===== config.mk =====
export PLATFORM = sky130hd
export DESIGN_NAME = mesi_bus_arbiter
export DESIGN_NICKNAME = d
export VERILOG_FILES = /design/src/rtl/mesi_pkg.sv /design/src/rtl/rr_picker.sv /design/src/rtl/mesi_bus_arbiter.sv
export SDC_FILE = /design/constraint.sdc
export NUM_CORES = 1
export LEC_CHECK = 0
export CAP_MARGIN = 25
export CORE_UTILIZATION = 55
export DETAILED_ROUTE_END_ITERATION = 8
export PLACE_DENSITY_LB_ADDON = 0.3
export SLEW_MARGIN = 25
export SYNTH_ARGS = -nofsm -noshare
export SYNTH_HDL_FRONTEND = slang
export SYNTH_SLANG_ARGS = --single-unit

===== constraint.sdc =====
create_clock -name clock -period 12.1 [get_ports clock]
set_input_delay 2.42 -clock clock [delete_from_list [all_inputs] [get_ports clock]]
set_output_delay 2.42 -clock clock [all_outputs]
set_load 0.01 [all_outputs]

===== src/rtl/mesi_pkg.sv =====
// rtl/mesi_pkg.sv - shared encodings for the MESI snooping bus and its arbiter
package mesi_pkg;

    localparam logic [1:0] BUS_NONE    = 2'b00;
    localparam logic [1:0] BUS_RD_MISS = 2'b01;
    localparam logic [1:0] BUS_WR_MISS = 2'b10;
    localparam logic [1:0] BUS_INV     = 2'b11;

    localparam logic [1:0] MEM_NONE      = 2'b00;
    localparam logic [1:0] MEM_READ      = 2'b01;
    localparam logic [1:0] MEM_WRITEBACK = 2'b10;

    typedef enum logic [2:0] {
        ST_IDLE  = 3'd0,
        ST_BCAST = 3'd1,
        ST_SNOOP = 3'd2,
        ST_WB    = 3'd3,
        ST_MEM   = 3'd4,
        ST_DONE  = 3'd5
    } arb_state_t;

    typedef enum logic [1:0] {
        MESI_I = 2'b00,
        MESI_S = 2'b01,
        MESI_E = 2'b10,
        MESI_M = 2'b11
    } mesi_state_t;

endpackage


===== src/rtl/rr_picker.sv =====
// rtl/rr_picker.sv - combinational round-robin pick starting just after the last winner
module rr_picker #(
    parameter int N_REQ = 3
) (
    input  logic [N_REQ-1:0] eligible,
    input  logic [2:0]       last,
    output logic             found,
    output logic [2:0]       winner
);

    int               idx;
    logic [N_REQ-1:0] cand;

    // Walk the circular order backwards so the first-in-order hit is written last.
    always_comb begin
        found  = 1'b0;
        winner = 3'd0;
        idx    = 0;
        cand   = '0;
        for (int k = N_REQ; k >= 1; k--) begin
            idx  = (int'(last) + k) % N_REQ;
            cand = eligible >> idx;
            if (cand[0]) begin
                found  = 1'b1;
                winner = idx[2:0];
            end
        end
    end

endmodule


===== src/rtl/mesi_bus_arbiter.sv =====
// rtl/mesi_bus_arbiter.sv - snooping bus sequencer: arbitrate, broadcast, snoop, write back, fetch
module mesi_bus_arbiter
    import mesi_pkg::*;
#(
    parameter int N_REQ = 3
) (
    input  logic               clock,
    input  logic               resetn,
    input  logic [N_REQ-1:0]   req,
    input  logic [2*N_REQ-1:0] req_op,
    output logic [N_REQ-1:0]   gnt,
    output logic [N_REQ-1:0]   done,
    output logic               shared,
    output logic [1:0]         bus_op,
    output logic [2:0]         bus_src,
    input  logic [N_REQ-1:0]   snoop_hit,
    input  logic [N_REQ-1:0]   snoop_dirty,
    output logic [1:0]         mem_cmd,
    input  logic               mem_ack,
    output logic [2:0]         arb_state
);

    arb_state_t       state;
    logic [2:0]       winner;
    logic [1:0]       op;
    logic [2:0]       last;
    logic             hit_any;
    logic             dirty_any;

    logic [N_REQ-1:0] eligible;
    logic             found;
    logic [2:0]       pick;
    logic [1:0]       pick_op;
    logic [N_REQ-1:0] win_onehot;
    logic [N_REQ-1:0] hit_m;
    logic [N_REQ-1:0] dirty_m;

    always_comb begin
        eligible = '0;
        for (int i = 0; i < N_REQ; i++) begin
            eligible[i] = req[i] && (req_op[2*i +: 2] != BUS_NONE);
        end
    end

    rr_picker #(.N_REQ(N_REQ)) u_picker (
        .eligible (eligible),
        .last     (last),
        .found    (found),
        .winner   (pick)
    );

    assign pick_op    = 2'(req_op >> {pick, 1'b0});
    assign win_onehot = N_REQ'(1) << winner;
    // A requester never snoops its own miss.
    assign hit_m      = snoop_hit & ~win_onehot;
    assign dirty_m    = snoop_dirty & ~win_onehot;

    always_ff @(posedge clock or negedge resetn) begin
        if (!resetn) begin
            state     <= ST_IDLE;
            winner    <= 3'd0;
            op        <= BUS_NONE;
            last      <= 3'(N_REQ - 1);
            hit_any   <= 1'b0;
            dirty_any <= 1'b0;
        end else begin
            case (state)
                ST_IDLE: begin
                    if (found) begin
                        winner <= pick;
                        op     <= pick_op;
                        state  <= ST_BCAST;
                    end
                end
                ST_BCAST: state <= ST_SNOOP;
                ST_SNOOP: begin
                    hit_any   <= |hit_m;
                    dirty_any <= |dirty_m;
                    if (op == BUS_INV)  state <= ST_DONE;
                    else if (|dirty_m)  state <= ST_WB;
                    else                state <= ST_MEM;
                end
                ST_WB: begin
                    if (mem_ack) state <= (op == BUS_INV) ? ST_DONE : ST_MEM;
                end
                ST_MEM: begin
                    if (mem_ack) state <= ST_DONE;
                end
                ST_DONE: begin
                    last  <= winner;
                    state <= ST_IDLE;
                end
                default: state <= ST_IDLE;
            endcase
        end
    end

    assign gnt       = (state != ST_IDLE) ? win_onehot : '0;
    assign done      = (state == ST_DONE) ? win_onehot : '0;
    assign shared    = (state == ST_DONE) && (op == BUS_RD_MISS) && hit_any;
    assign bus_op    = (state == ST_BCAST) ? op : BUS_NONE;
    assign bus_src   = (state != ST_IDLE) ? winner : 3'd0;
    assign mem_cmd   = (state == ST_WB && dirty_any) ? MEM_WRITEBACK :
                       (state == ST_MEM)             ? MEM_READ      : MEM_NONE;
    assign arb_state = state;

endmodule


Word level (Yosys, flattened, before mapping):

Cells that the tools add are included.

* register bits: 13
* latch bits: 0
* memory bits (writable): 0
* memory bits (read-only): 0
* input bits: 18
* output and inout port bits: 17
* word-level logic and storage cells: 64
* memories: 0

* $add $sub $neg: 3
* $mul: 0
* div/mod/pow operators: 3
* order comparisons: 0
* eq/ne operators: 10
* shift operators: 5
* mux-type cells: 19
* bitwise gates (word level): 3
* reduce and logical (&&, ||, !) cells: 15

Operators with widths (count)
* 32-bit by 3-bit modulo with 32-bit output (second input constant): 3
* 3-bit by 32-bit right shift with 1-bit output: 3
* 3-bit two-way mux: 11
* 3-bit case mux with 5 select lines: 1
* 3-bit by 2-bit adder with 4-bit output (second input constant): 2
* 3-bit AND: 2
* 3-bit by 2-bit == test with 1-bit output (second input constant): 2
* 3-bit == test (second input constant): 2
* 1-bit logical AND: 6
* 2-bit != test (second input constant): 3
* 2-bit nonzero test: 3
* 3-bit OR reduction: 2
* 6-bit by 4-bit right shift with 2-bit output: 1
* 1-bit two-way mux: 5
* 3-bit by 1-bit adder with 4-bit output (second input constant): 1
* 2-bit two-way mux: 2
* 3-bit by 1-bit == test with 1-bit output (second input constant): 1
* 3-bit logical NOT: 1
* 3-bit inverter: 1
* 3-bit AND reduction: 1
* 3-bit nonzero test: 1
* 1-bit by 3-bit left shift with 3-bit output (first input constant): 1
* 2-bit by 1-bit == test with 1-bit output (second input constant): 1
* 2-bit == test (second input constant): 1
* 2-bit AND reduction: 1

Depth between registers and ports, before layout:

* word-level depth: 8
* depth in mapped cells: 21

By module:

Synthesis repeated with hierarchy kept, for this count alone.

* cells, all modules: 270
* area total of the unflattened synthesis: 2168.3 um^2

By module, submodules not included
* rr_picker: times used 1, cells each 175, area each 1257.5 um^2
* mesi_bus_arbiter: times used 1, cells each 95, area each 910.9 um^2

Worst setup path after synthesis:

No wires, ideal clock.

* kind: input to register
* from: input port req_op[4]
* to: register op[0]
* data arrival time: 4213 ps
* required time: 11969 ps
* setup slack: 7756 ps
* stages on the path: 9
* buffers on the path: 0
* cell sequence: o21ai_0 -> o21a_1 -> a2111oi_0 -> nor2_1 -> or3_1 -> a21oi_1 -> o311a_4 -> mux2i_1 -> o211ai_1

* word-level cells in the longest chain between the ends: 7

Ends and longest elaborated chain
* start, declared: RTL line mesi_bus_arbiter.sv:10 `input logic [2*N_REQ-1:0] req_op,`
* 2-bit nonzero test: RTL line mesi_bus_arbiter.sv:41 `eligible[i] = req[i] && (req_op[2*i +: 2] != BUS_NONE);`
* 1-bit logical AND: RTL line mesi_bus_arbiter.sv:41
* 3-bit by 32-bit right shift with 1-bit output: RTL line rr_picker.sv:22 `cand = eligible >> idx;`
* 3-bit two-way mux or 1-bit two-way mux (tied branches) (3 in series): RTL line rr_picker.sv:23 `if (cand[0]) begin`
* 6-bit by 4-bit right shift with 2-bit output or 2-bit AND reduction (tied branches)
* end signal, assigned: RTL line mesi_bus_arbiter.sv:71 `op <= pick_op;`
* end, declared: RTL line mesi_bus_arbiter.sv:25 `logic [1:0] op;`

Parallel ways exist; a longest one is shown, timed or not.
A chain may end at the register's enable or synchronous reset.

Final worst setup path:

* from: input port req_op[4]
* to: register op[1]

* word-level cells in the longest chain between the ends: 7

Ends and longest elaborated chain (RTL line)
* 2-bit nonzero test *: mesi_bus_arbiter.sv:41
* 1-bit logical AND *: mesi_bus_arbiter.sv:41
* 3-bit by 32-bit right shift with 1-bit output: rr_picker.sv:22
* 3-bit two-way mux or 1-bit two-way mux (tied branches) (3 in series): rr_picker.sv:23
* 6-bit by 4-bit right shift with 2-bit output or 2-bit AND reduction (tied branches)

Every way passes the cells marked *; elsewhere a longest branch is shown, timed or not.

==> impl_metrics.json <==
{
  "status": "finished clean",
  "startpoint_type": "input pin",
  "clk_path_buf_depth": 2,
  "p_switching_uw": 399,
  "critPathKind": "in -> reg",
  "pin_count": 35,
  "fp.dieW_um": 65.1,
  "gp_congestion": 0.934,
  "rsz0062_at_grt": "no",
  "antenna_found_initial": 0,
  "setup_tns_ps": 0,
  "p_leak_uw": 0.00108,
  "p_int_uw": 379,
  "pre_cts_ws_ps": 6940,
  "clock-root-buffer": "clkbuf_8",
  "synth_top_area_frac": 0.137,
  "cts-buffers-inserted": 3,
  "nFillCells": 335,
  "first_pass_iters": 5,
  "combPwrFrac": 0.828,
  "power_density_nw_per_um2": 300,
  "power.total_uw": 778,
  "grt-ovfl-total": 0,
  "max_cap_violations": 0,
  "hp-class": "reg -> reg",
  "synth.most_common_cell": "ha_1",
  "wl_per_cell_um": 15.6,
  "area_growth_pct": 18.2,
  "cts.sinks": 13,
  "end_kind": "register",
  "htree_num_levels": 1,
  "crit_required_ps": 12220,
  "grt.total_usage": 0.277,
  "max-slew-margin-rel": 0.440,
  "hpwl_um": 4240,
  "timing.final.ws_setup_ps": 7090,
  "start_util": 0.585,
  "cts_tree": "built",
  "hold_violations": 0,
  "routed_via_density": 6.61,
  "synth_edf_count": 0,
  "syn-num-nets": 323,
  "max_freq_mhz": 200,
  "stdcell_count": 360,
  "seqPwrFrac": 0.124,
  "utilization": 0.692,
  "async_reset_ff_frac": 1.00,
  "ir_worst_vdd_mv": 0.162,
  "pwr-share-clk": 0.049,
  "slew_viol_final": 0,
  "cts_hold_buffers": 0,
  "syn_avg_cell_area_um2": 7.69,
  "num_vias": 2380,
  "rows": 22,
  "diodes": 0,
  "placed_cells": 356,
  "layout.nets": 351,
  "grt_max_degree": 21,
  "clk-insertion-delay-late_ps": 240,
  "period_minus_slack_ps": 5010,
  "ys_types": 69,
  "synthCells": 285,
  "syn-cell-area_um2": 2190,
  "grt_pass1_wl_um": 9470,
  "crit_fanout": 6,
  "cts_resized": 0,
  "final-setup-viol-count": 0,
  "worstMarginPinSlew_ps": 831,
  "ys.flop_type": "dfrtp_1",
  "die_area_um2": 4240,
  "synth_warnings": 0,
  "die_h_um": 65.1,
  "ant_nets": 0,
  "yosysSeqAreaShare": 0.149,
  "drtIter0Drc": 200,
  "worst_clock_skew_ps": 1.44,
  "synth_common_cells": "20 x ha_1, 19 x nor2_1, 18 x inv_1, 18 x o21ai_0",
  "drc": 0,
  "synth.area.top_cells": "dfrtp_1 14%, ha_1 11%, mux2i_1 4.6%",
  "synth_largest_area_cell": "dfrtp_1",
  "finalWirelength_um": 5620,
  "fin_crit_sh": 0.414,
  "cp.arrival_ps": 5120,
  "post_cts_buffers": 0,
  "port_buffers": 34,
  "drive_above_1_share": 0.0801,
  "ys_ff_latch": 13,
  "core_area_um2": 3740,
  "grt_pass1_vias": 2089,
  "clkTransAtPathRegs_ps": 50,
  "switching_share": 0.513
}
==> per-stage QoR <==
step / cell area [um^2] / hold WS (ps)
floorplan: 2190 / 476
global route: 2590 / 545
finish: 2590 / 515
global placement: 2540 / 493
detailed placement: 2540 / 502
CTS: 2590 / 511
==> worst max-delay path: stages <==
cell and delay [ps]:
clkdlybuf4s50_1 500, o21ai_0 320, o21a_1 280, a2111oi_0 380
nor2_1 140, or4_1 510, mux2i_1 150, a21o_1 180
nand2b_1 150, o211ai_1 100
==> per-layer routing <==
metal,track usage,share of wire,vias up
li1,-,-,1150
met1,0.394,0.47,1116
met2,0.447,0.46,104
met3,0.0399,0.062,10
met4,0.0543,0.015,0
met5,0,0,-
==> kinds of logic (layout without fill, tap and decap cells) <==
group | Yosys count | after routing | synth area share
buf+inv | 32 | 59 | 0.0594
simple gates | 109 | 109 | 0.278
xor+xnor | 3 | 3 | 0.0154
fa+ha+maj | 20 | 20 | 0.114
mux | 16 | 16 | 0.0765
flops | 13 | 13 | 0.149
compound gates | 92 | 92 | 0.308
==> path summary, 6_finish.rpt <==
path	from	endpoint	slack, ps	cells past startpoint
setup / recovery	req_op[4]	op[1]	7090	10
hold / removal	dirty_any	dirty_any	520	2
setup reg to reg	last[0]	op[1]	7160	16
hold reg to reg	dirty_any	dirty_any	520	2
max in group asynchronous	resetn	op[0]	9160	1
min in group asynchronous	resetn	last[2]	2560	1
==> sequential cells by signal, summed over array words and instances (netlist names) <==
| signal | count |
|---|---|
| hit_any | 1 |
| op | 2 |
| arb_state | 3 |
| winner | 3 |
| dirty_any | 1 |
| last | 3 |
==> cell type report <==
class / count / area (um^2) / area share
clock buffer: 4 / 45.0 / 0.0174
inverter: 20 / 75.1 / 0.0290
multi-input combinational: 240 / 1730 / 0.670
sequential: 13 / 327 / 0.126
tap: 48 / 60.1 / 0.0232
timing repair buffer: 35 / 348 / 0.134
==> layout by cell type, fill, tap and decap left out, types with 11 or more instances in the layout <==
cell type        instances
nor3_1                  16
nand2_1                 16
dfrtp_1                 12
clkdlybuf4s50_1         34
ha_1                    20
inv_1                   18
nor2_1                  19
o21ai_0                 18
a21oi_1                 11
==> power groups by stage <==
stage                     registers, uW  logic [uW]  clock network [uW]
after CTS                          94.7         634                39.0
after global placement             94.4         615                   0
after floorplan                    79.3         516                   0
final                              96.1         644                38.0
after global routing               99.7         711                42.0
after detailed placement           95.4         630                   0
Power figures use the tool's default switching activity.
